[config.mk]
export PLATFORM = sky130hd
export DESIGN_NAME = erasure_mask_builder
export DESIGN_NICKNAME = d
export VERILOG_FILES = /design/src/rtl/erasure_mask_builder.sv
export SDC_FILE = /design/constraint.sdc
export NUM_CORES = 1
export LEC_CHECK = 0
export BUFFER_PORTS_ARGS = -buffer_cell sky130_fd_sc_hd__buf_2
export CAP_MARGIN = 20
export CORE_MARGIN = 4
export CORE_UTILIZATION = 53
export DETAILED_ROUTE_END_ITERATION = 7
export GPL_TIMING_DRIVEN = 0
export PLACE_DENSITY_LB_ADDON = 0.1
export SETUP_SLACK_MARGIN = 0.3
export SYNTH_ARGS = -nofsm -noshare
export SYNTH_HDL_FRONTEND = slang
export SYNTH_SLANG_ARGS = --single-unit
[constraint.sdc]
create_clock -name clk -period 2.2 [get_ports clk]
set_input_delay 0.44 -clock clk [delete_from_list [all_inputs] [get_ports clk]]
set_output_delay 0.44 -clock clk [all_outputs]
set_load 0.01 [all_outputs]
[src/rtl/erasure_mask_builder.sv]
// Assembles the per-codeword erasure mask for the RS(10,8) erasure decoder from a
// stream of failed-symbol locations, and holds it until downstream takes it.
module erasure_mask_builder #(
  parameter int unsigned NUM_SYMBOLS  = 10,
  parameter int unsigned MAX_ERASURES = 2
) (
  input  logic                   clk,
  input  logic                   rst_n,
  input  logic                   loc_valid_in,
  output logic                   loc_ready_out,
  input  logic [3:0]             loc_in,
  input  logic                   loc_last_in,
  output logic                   mask_valid_out,
  input  logic                   mask_ready_in,
  output logic [NUM_SYMBOLS-1:0] DUE_information_out,
  output logic [1:0]             erasure_cnt_out,
  output logic                   overflow_out,
  output logic                   invalid_out
);

  localparam logic StCollect = 1'b0;
  localparam logic StHold    = 1'b1;

  localparam logic [1:0] MaxCnt = 2'(MAX_ERASURES);
  localparam logic [3:0] NullLoc = 4'hf;
  localparam logic [NUM_SYMBOLS-1:0] LocZeroBit = {1'b1, {(NUM_SYMBOLS - 1){1'b0}}};

  logic                   state_q, state_d;
  logic [NUM_SYMBOLS-1:0] mask_q, mask_d;
  logic [1:0]             cnt_q, cnt_d;
  logic                   ovf_q, ovf_d;
  logic                   inv_q, inv_d;

  logic [NUM_SYMBOLS-1:0] loc_bit;
  logic                   loc_hit;
  logic                   loc_dup;

  // Location L maps to bit (NUM_SYMBOLS-1-L); out-of-range locations shift out to zero.
  assign loc_bit = LocZeroBit >> loc_in;
  assign loc_hit = |loc_bit;
  assign loc_dup = |(mask_q & loc_bit);

  assign loc_ready_out       = (state_q == StCollect);
  assign mask_valid_out      = (state_q == StHold);
  assign DUE_information_out = mask_q;
  assign erasure_cnt_out     = cnt_q;
  assign overflow_out        = ovf_q;
  assign invalid_out         = inv_q;

  always_comb begin
    state_d = state_q;
    mask_d  = mask_q;
    cnt_d   = cnt_q;
    ovf_d   = ovf_q;
    inv_d   = inv_q;
    if (state_q == StCollect) begin
      if (loc_valid_in) begin
        if (loc_hit) begin
          mask_d = mask_q | loc_bit;
          if (!loc_dup) begin
            if (cnt_q == MaxCnt) begin
              ovf_d = 1'b1;
            end else begin
              cnt_d = cnt_q + 2'd1;
            end
          end
        end else if (loc_in != NullLoc) begin
          inv_d = 1'b1;
        end
        if (loc_last_in) begin
          state_d = StHold;
        end
      end
    end else if (mask_ready_in) begin
      state_d = StCollect;
      mask_d  = '0;
      cnt_d   = '0;
      ovf_d   = 1'b0;
      inv_d   = 1'b0;
    end
  end

  always_ff @(posedge clk or negedge rst_n) begin
    if (!rst_n) begin
      state_q <= StCollect;
      mask_q  <= '0;
      cnt_q   <= '0;
      ovf_q   <= 1'b0;
      inv_q   <= 1'b0;
    end else begin
      state_q <= state_d;
      mask_q  <= mask_d;
      cnt_q   <= cnt_d;
      ovf_q   <= ovf_d;
      inv_q   <= inv_d;
    end
  end

endmodule

==> results.txt, run 1 <==
synthesis warning total: 0
FF-to-FF Start: DUE_information_out[4]$_DFFE_PN0P_
H-tree depth: 1
DR WL/cell: 14.0 um
IO Count: 25
share of the synthesized area in the top cell type: 0.456
met3 Use GR: 0.0451
largest net degree at the start of global routing: 16
Chip Height: 47.4 um
Max-Cap Viols: 0
Vias: 725
post-synthesis cell count: 85
reg2reg setup slack: 0.62 ns
CP Launch Type: input pin
Post-Route Skew: 0.00626 ns
PwrDens: 826 nW/um2
routability cong.: 0.790
Async SR Flop Fraction: 1.00
root buffer cell: clkbuf_4
drt first pass iters: 4
initial drt markers: 7
number of port buffers: 22
setup TNS: 0 ns
LEAKAGE: 0.000491 uW
DPL Wire Length: 1330 um
Routed Antenna Nets: 0
Setup WS post-layout: 0.585 ns
NetSw: 285 uW
Final Hold Vio Count: 0
CTS Hold Bufs: 0
fin crit share: 0.734
final WL: 1760 um
Syn Area/Cell: 9.69 um2
GRT Overall Usage: 0.183
Site Rows: 13
Seq cells post-synth: 15
# resized after CTS: 0
Slew HR: 0.714
met1 usage: 0.256
gr ovfl total: 0
first-pass GRT wire length: 2840 um
cells on worst reg2reg path: 5
Most Crowded Layer GR: met2
number of buffers added for setup after CTS: 0
Critical Path RT: 2.39 ns
final setup violation count: 0
worst hold path type: in -> async
vias in the first global route: 648
WS Path Type: in -> reg
peak ir drop on the vdd network: 456 uV
global-route track usage on met2: 0.275
Flop pwr share: 0.457
Final Core Density: 0.708
switching share of total power: 0.353
status: completed
diodes inserted: 0
Post-synth EDFFs: 0
nets@finish: 122
power consumption: 808 uW
Clock Power Share: 0.202
Top FF cell, synth: dfrtp_1
most numerous cell in the Yosys netlist: nor2_1
CP Data Arrival Time: 1.80 ns
CTS tree: built
Longest Clk Path Bufs: 2
clock sink count: 15
core area: 1380 um2
most frequent cells after synthesis: nor2_1, dfrtp_1, a21oi_1
DIE WIDTH: 47.4 um
Initial Utilization: 0.595
share of layout cells above drive strength 1: 0.288
pre-CTS setup slack: 0.264 ns
sequential cell area fraction in the yosys report: 0.456
post-synth cell types: 36
hold_ws: 0.0300 ns
Max Clk Rate: 619 MHz
Slew @ Worst Pin: 0.428 ns
Gate power share: 0.341
cell taking the most area after synthesis: dfrtp_1
Clock transition at path regs: 0.10 ns
initial antenna violation count: 0
RSZ-0062 raised after global routing: no
net count after synthesis: 95
residual DRC count: 0
CTS Buf Count: 3
CP Capture Type: register
Clk Latency, worst-skew pair: 0.29 ns
worst-path fanout max: 10
Layout area overhead: 18.8%
final count of pins violating max slew: 0
internal cell power: 523 uW
total die area: 2250 um2
Mapped Area: 823 um2
reg-to-reg critical path endpoint: erasure_cnt_out[0]$_DFFE_PN0P_
Vias/cell: 5.75
Final Critical Period: 1.61 ns
ranking of synthesized cells by area: dfrtp_1, nor2_1, a21oi_1, mux2i_1, nor4_4
registers in the layout, summed over array words and instances (netlist names):
signal and flops:
invalid_out 1, erasure_cnt_out 2, mask_valid_out 1, overflow_out 1, DUE_information_out 10
worst max-delay path: stages:
cell and delay, ns:
buf_2 0.10, buf_4 0.16, mux2_1 0.31, o2bb2ai_1 0.17
nor4_4 0.34, a211oi_1 0.09, a31o_1 0.19
cell type report:
type,instances,area [um2]
Inverter,4,15.0
Fill cell,107,404
Buffer,5,32.5
Tap cell,15,18.8
Multi-Input combinational cell,61,400
Timing Repair Buffer,22,110
Clock buffer,4,26.3
Sequential cell,15,375
through the flow:
step | area, um2 | instances
finish | 978 | 126
global placement | 952 | 122
CTS | 978 | 126
global route | 978 | 126
floorplan | 823 | 85
detailed placement | 952 | 122
cells in the final DEF (no fill, tap or decap), types with 2 or more instances in the layout:
master    count
nor2_1       16
dfrtp_1      15
clkbuf_1      2
mux2i_1       4
inv_1         4
clkbuf_4      3
nor3b_1       2
buf_2        24
a21oi_1       8
nand2_1       4
a31oi_1       3
power groups by stage:
stage                     Combinational, uW  Sequential, uW  Clock, uW
after floorplan                         147             400          0
after global placement                  273             373          0
after detailed placement                279             375          0
after CTS                               280             369        163
after global routing                    311             378        178
final                                   276             370        163
per-layer routing:
layer,vias to the layer above,routed length (um)
met5,-,0
met3,5,120
met1,338,835
met4,0,22
li1,358,-
met2,24,780
cell families after synthesis:
kind of cell | synth area share
adder cells (fa/ha/maj) | 0.0152
buffers and inverters | 0.0577
AO/OA/AOI/OAI | 0.184
flip-flops | 0.456
AND/OR/NAND/NOR | 0.225
multiplexers | 0.0623
worst max path at each step:
stage | startpoint | end | slack, ns
2_1_floorplan | loc_in[2] | erasure_cnt_out[0]$_DFFE_PN0P_ | 0.45
3_3_place_gp | loc_in[0] | erasure_cnt_out[0]$_DFFE_PN0P_ | 0.28
3_5_place_dp | loc_in[0] | erasure_cnt_out[0]$_DFFE_PN0P_ | 0.26
4_1_cts | loc_in[0] | erasure_cnt_out[0]$_DFFE_PN0P_ | 0.56
5_1_grt | loc_in[0] | erasure_cnt_out[0]$_DFFE_PN0P_ | 0.47
6_report | loc_in[0] | erasure_cnt_out[0]$_DFFE_PN0P_ | 0.59
No activity file was read; power rests on OpenSTA's default activity.
==> run 2: changes to the inputs <==
CORE_UTILIZATION = 49   (was 53)
clock period = 1.6 ns   (was 2.2 ns; I/O delays follow)
==> run 2 against run 1 <==
Compared with the run above: total power grew 60%; non-clock buffer count grew 9; clock skew grew 0.00050 ns; sequential cell count is the same; design area grew 17%; utilization grew 3.5 points; sequential power grew 40%; sequential share of layout area shrank 5.5 points.
==> results.txt, run 2 (synthesis results as in run 1) <==
residual DRC count: 0 (unchanged)
Post-Route Skew: 0.00677 ns (was 0.00626 ns)
post-route cell area: 1140 um2 (was 978 um2)
slowest cell on the critical path: dfrtp_1 (was nor4_4)
initial antenna violation count: 0 (unchanged)
multi-input logic area: 470 um2 (was 400 um2)
Reg area: 377 um2 (was 375 um2)
status: completed (unchanged)
CP Data Arrival Time: 1.68 ns (was 1.80 ns)
hold path cells: 3
IO Count: 25 (unchanged)
LEAKAGE: 0.000558 uW (was 0.000491 uW)
final WL: 2050 um (was 1760 um)
root buffer cell: clkbuf_4 (unchanged)
DIE WIDTH: 49.0 um (was 47.4 um)
CP Capture Type: register (unchanged)
initial drt markers: 16 (was 7)
cells on worst reg2reg path: 5 (unchanged)
DR WL/cell: 15.1 um (was 14.0 um)
largest net degree at the start of global routing: 16 (unchanged)
number of port buffers: 22 (unchanged)
reg2reg setup slack: 0.14 ns (was 0.62 ns)
power consumption: 1290 uW (was 808 uW)
Hold Path End: mask_valid_out$_DFF_PN0_
Final Hold Vio Count: 0 (unchanged)
Fill cells: 115 (was 107)
nets@finish: 131 (was 122)
FF-to-FF Start: DUE_information_out[5]$_DFFE_PN0P_ (was DUE_information_out[4]$_DFFE_PN0P_)
Critical Path RT: 1.83 ns (was 2.39 ns)
Initial Utilization: 0.534 (was 0.595)
Slew @ Worst Pin: 0.362 ns (was 0.428 ns)
drt first pass iters: 4 (unchanged)
worst hold path type: in -> reg (was in -> async)
Longest Clk Path Bufs: 2 (unchanged)
CTS Buf Count: 3 (unchanged)
clock sink count: 15 (unchanged)
CP Launch Type: register (was input pin)
Largest register FFs: 10 (unchanged)
Clk Latency, worst-skew pair: 0.28 ns (was 0.29 ns)
Vias/cell: 5.74 (was 5.75)
Slew HR: 0.759 (was 0.714)
Area after DPL: 970 um2 (was 952 um2)
Layout area overhead: 39.1% (was 18.8%)
hold_ws: 0.283 ns (was 0.0300 ns)
diodes inserted: 0 (unchanged)
CTS tree: built (unchanged)
core area: 1540 um2 (was 1380 um2)
reg-to-reg critical path endpoint: erasure_cnt_out[0]$_DFFE_PN0P_ (unchanged)
gr ovfl total: 0 (unchanged)
peak ir drop on the vdd network: 800 uV (was 456 uV)
CP max stage delay: 0.41 ns (was 0.34 ns)
H-tree depth: 1 (unchanged)
WS Path Type: reg -> reg (was in -> reg)
fin crit share: 0.910
worst-path fanout max: 3 (was 10)
worst hold start: loc_last_in
Max Clk Rate: 687 MHz
DPL Wire Length: 1380 um (was 1330 um)
Final Critical Period: 1.46 ns
Clock transition at path regs: 0.09 ns (was 0.10 ns)
final count of pins violating max slew: 0 (unchanged)
Vias: 780 (was 725)
setup TNS: 0 ns (unchanged)
Site Rows: 14 (was 13)
vias in the first global route: 754 (was 648)
DP Cell Count: 123 (was 122)
commonest non-fill, non-tap cell in the layout: buf_2 (unchanged)
total die area: 2400 um2 (was 2250 um2)
first-pass GRT wire length: 3500 um (was 2840 um)
Max-Cap Viols: 0 (unchanged)
GRT Overall Usage: 0.183 (about the same)
PwrDens: 1130 nW/um2 (was 826 nW/um2)
most frequent cells in the layout: buf_2, nor2_1, dfrtp_1 (unchanged)
Chip Height: 49.0 um (was 47.4 um)
RSZ-0062 raised after global routing: yes (was no)
final setup violation count: 0 (unchanged)
worst-path cell chain: mux2_2 > o2bb2ai_2 > nor4_4 > buf_4 > a31o_1 (was buf_2 > buf_4 > mux2_1 > o2bb2ai_1 > nor4_4 > a211oi_1 > a31o_1)
Routed Antenna Nets: 0 (unchanged)
final cell count without fillers: 136 (was 126)
routability cong.: 0.796 (was 0.790)
share of layout cells above drive strength 1: 0.475 (was 0.288)
==> run 2: cell types whose count changed in the layout (fill, tap and decap cells not counted), sizes merged <==
cell         before  now
buf              26   34
dlygate4sd3       0    1
==> run 2: power breakdown <==
part	total [uW]	internal, uW	switching (uW)
logic	560	286	273
clock network	212	96.6	115
registers	519	456	62.1
total	1290	839	450
==> run 2: worst max-delay path, delay by kind of cell (launching register included) <==
family / cells / cell delay [ns]
DFF: 1 / 0.41
muxes: 1 / 0.28
buffers and inverters: 1 / 0.18
AOI/OAI and AO/OA: 2 / 0.26
and+or+nand+nor: 1 / 0.28
==> run 2: how the worst max path moves through the flow <==
stage                                             startpoint                             end  slack (ns)  cells after the start
after floorplan                                    loc_in[1]  erasure_cnt_out[0]$_DFFE_PN0P_       -0.03                      6
after global placement                             loc_in[0]  erasure_cnt_out[0]$_DFFE_PN0P_       -0.22                      7
after detailed placement                           loc_in[0]  erasure_cnt_out[0]$_DFFE_PN0P_       -0.22                      7
after CTS                     erasure_cnt_out[1]$_DFFE_PN0P_  erasure_cnt_out[0]$_DFFE_PN0P_        0.02                      5
after global routing                mask_valid_out$_DFF_PN0_  erasure_cnt_out[0]$_DFFE_PN0P_        0.07                      5
final                     DUE_information_out[5]$_DFFE_PN0P_  erasure_cnt_out[0]$_DFFE_PN0P_        0.14                      5
==> run 2: repair_timing <==
item / CTS / global route
pin swaps: 6 / 3
endpoints found under the hold margin: 15 / 0
resized for setup: 10 / 13
hold buffers: 1 / 0
gates cloned: 0 / 0
buffers inserted: 4 / 4
setup endpoints to repair: 11 / 15
==> run 2: layout make-up <==
class | instances | area share
Timing Repair Buffer | 31 | 0.166
Inverter | 4 | 0.0153
Sequential cell | 15 | 0.329
Multi-Input combinational cell | 61 | 0.411
Tap cell | 16 | 0.0175
Buffer | 5 | 0.0383
Clock buffer | 4 | 0.0230
==> run 2: layer usage <==
| layer | routed length, um | vias up | track usage |
|---|---|---|---|
| met2 | 976 | 28 | 0.267 |
| li1 | - | 377 | - |
| met1 | 907 | 373 | 0.248 |
| met5 | 0 | - | 0 |
| met4 | 14 | 0 | 0.0717 |
| met3 | 149 | 2 | 0.0581 |
==> run 2: through the flow <==
step                utilization  setup slack [ns]
floorplan                     -           -0.0279
global placement          0.629            -0.218
detailed placement        0.629            -0.223
CTS                       0.697            0.0199
global route              0.743            0.0730
finish                    0.743             0.144
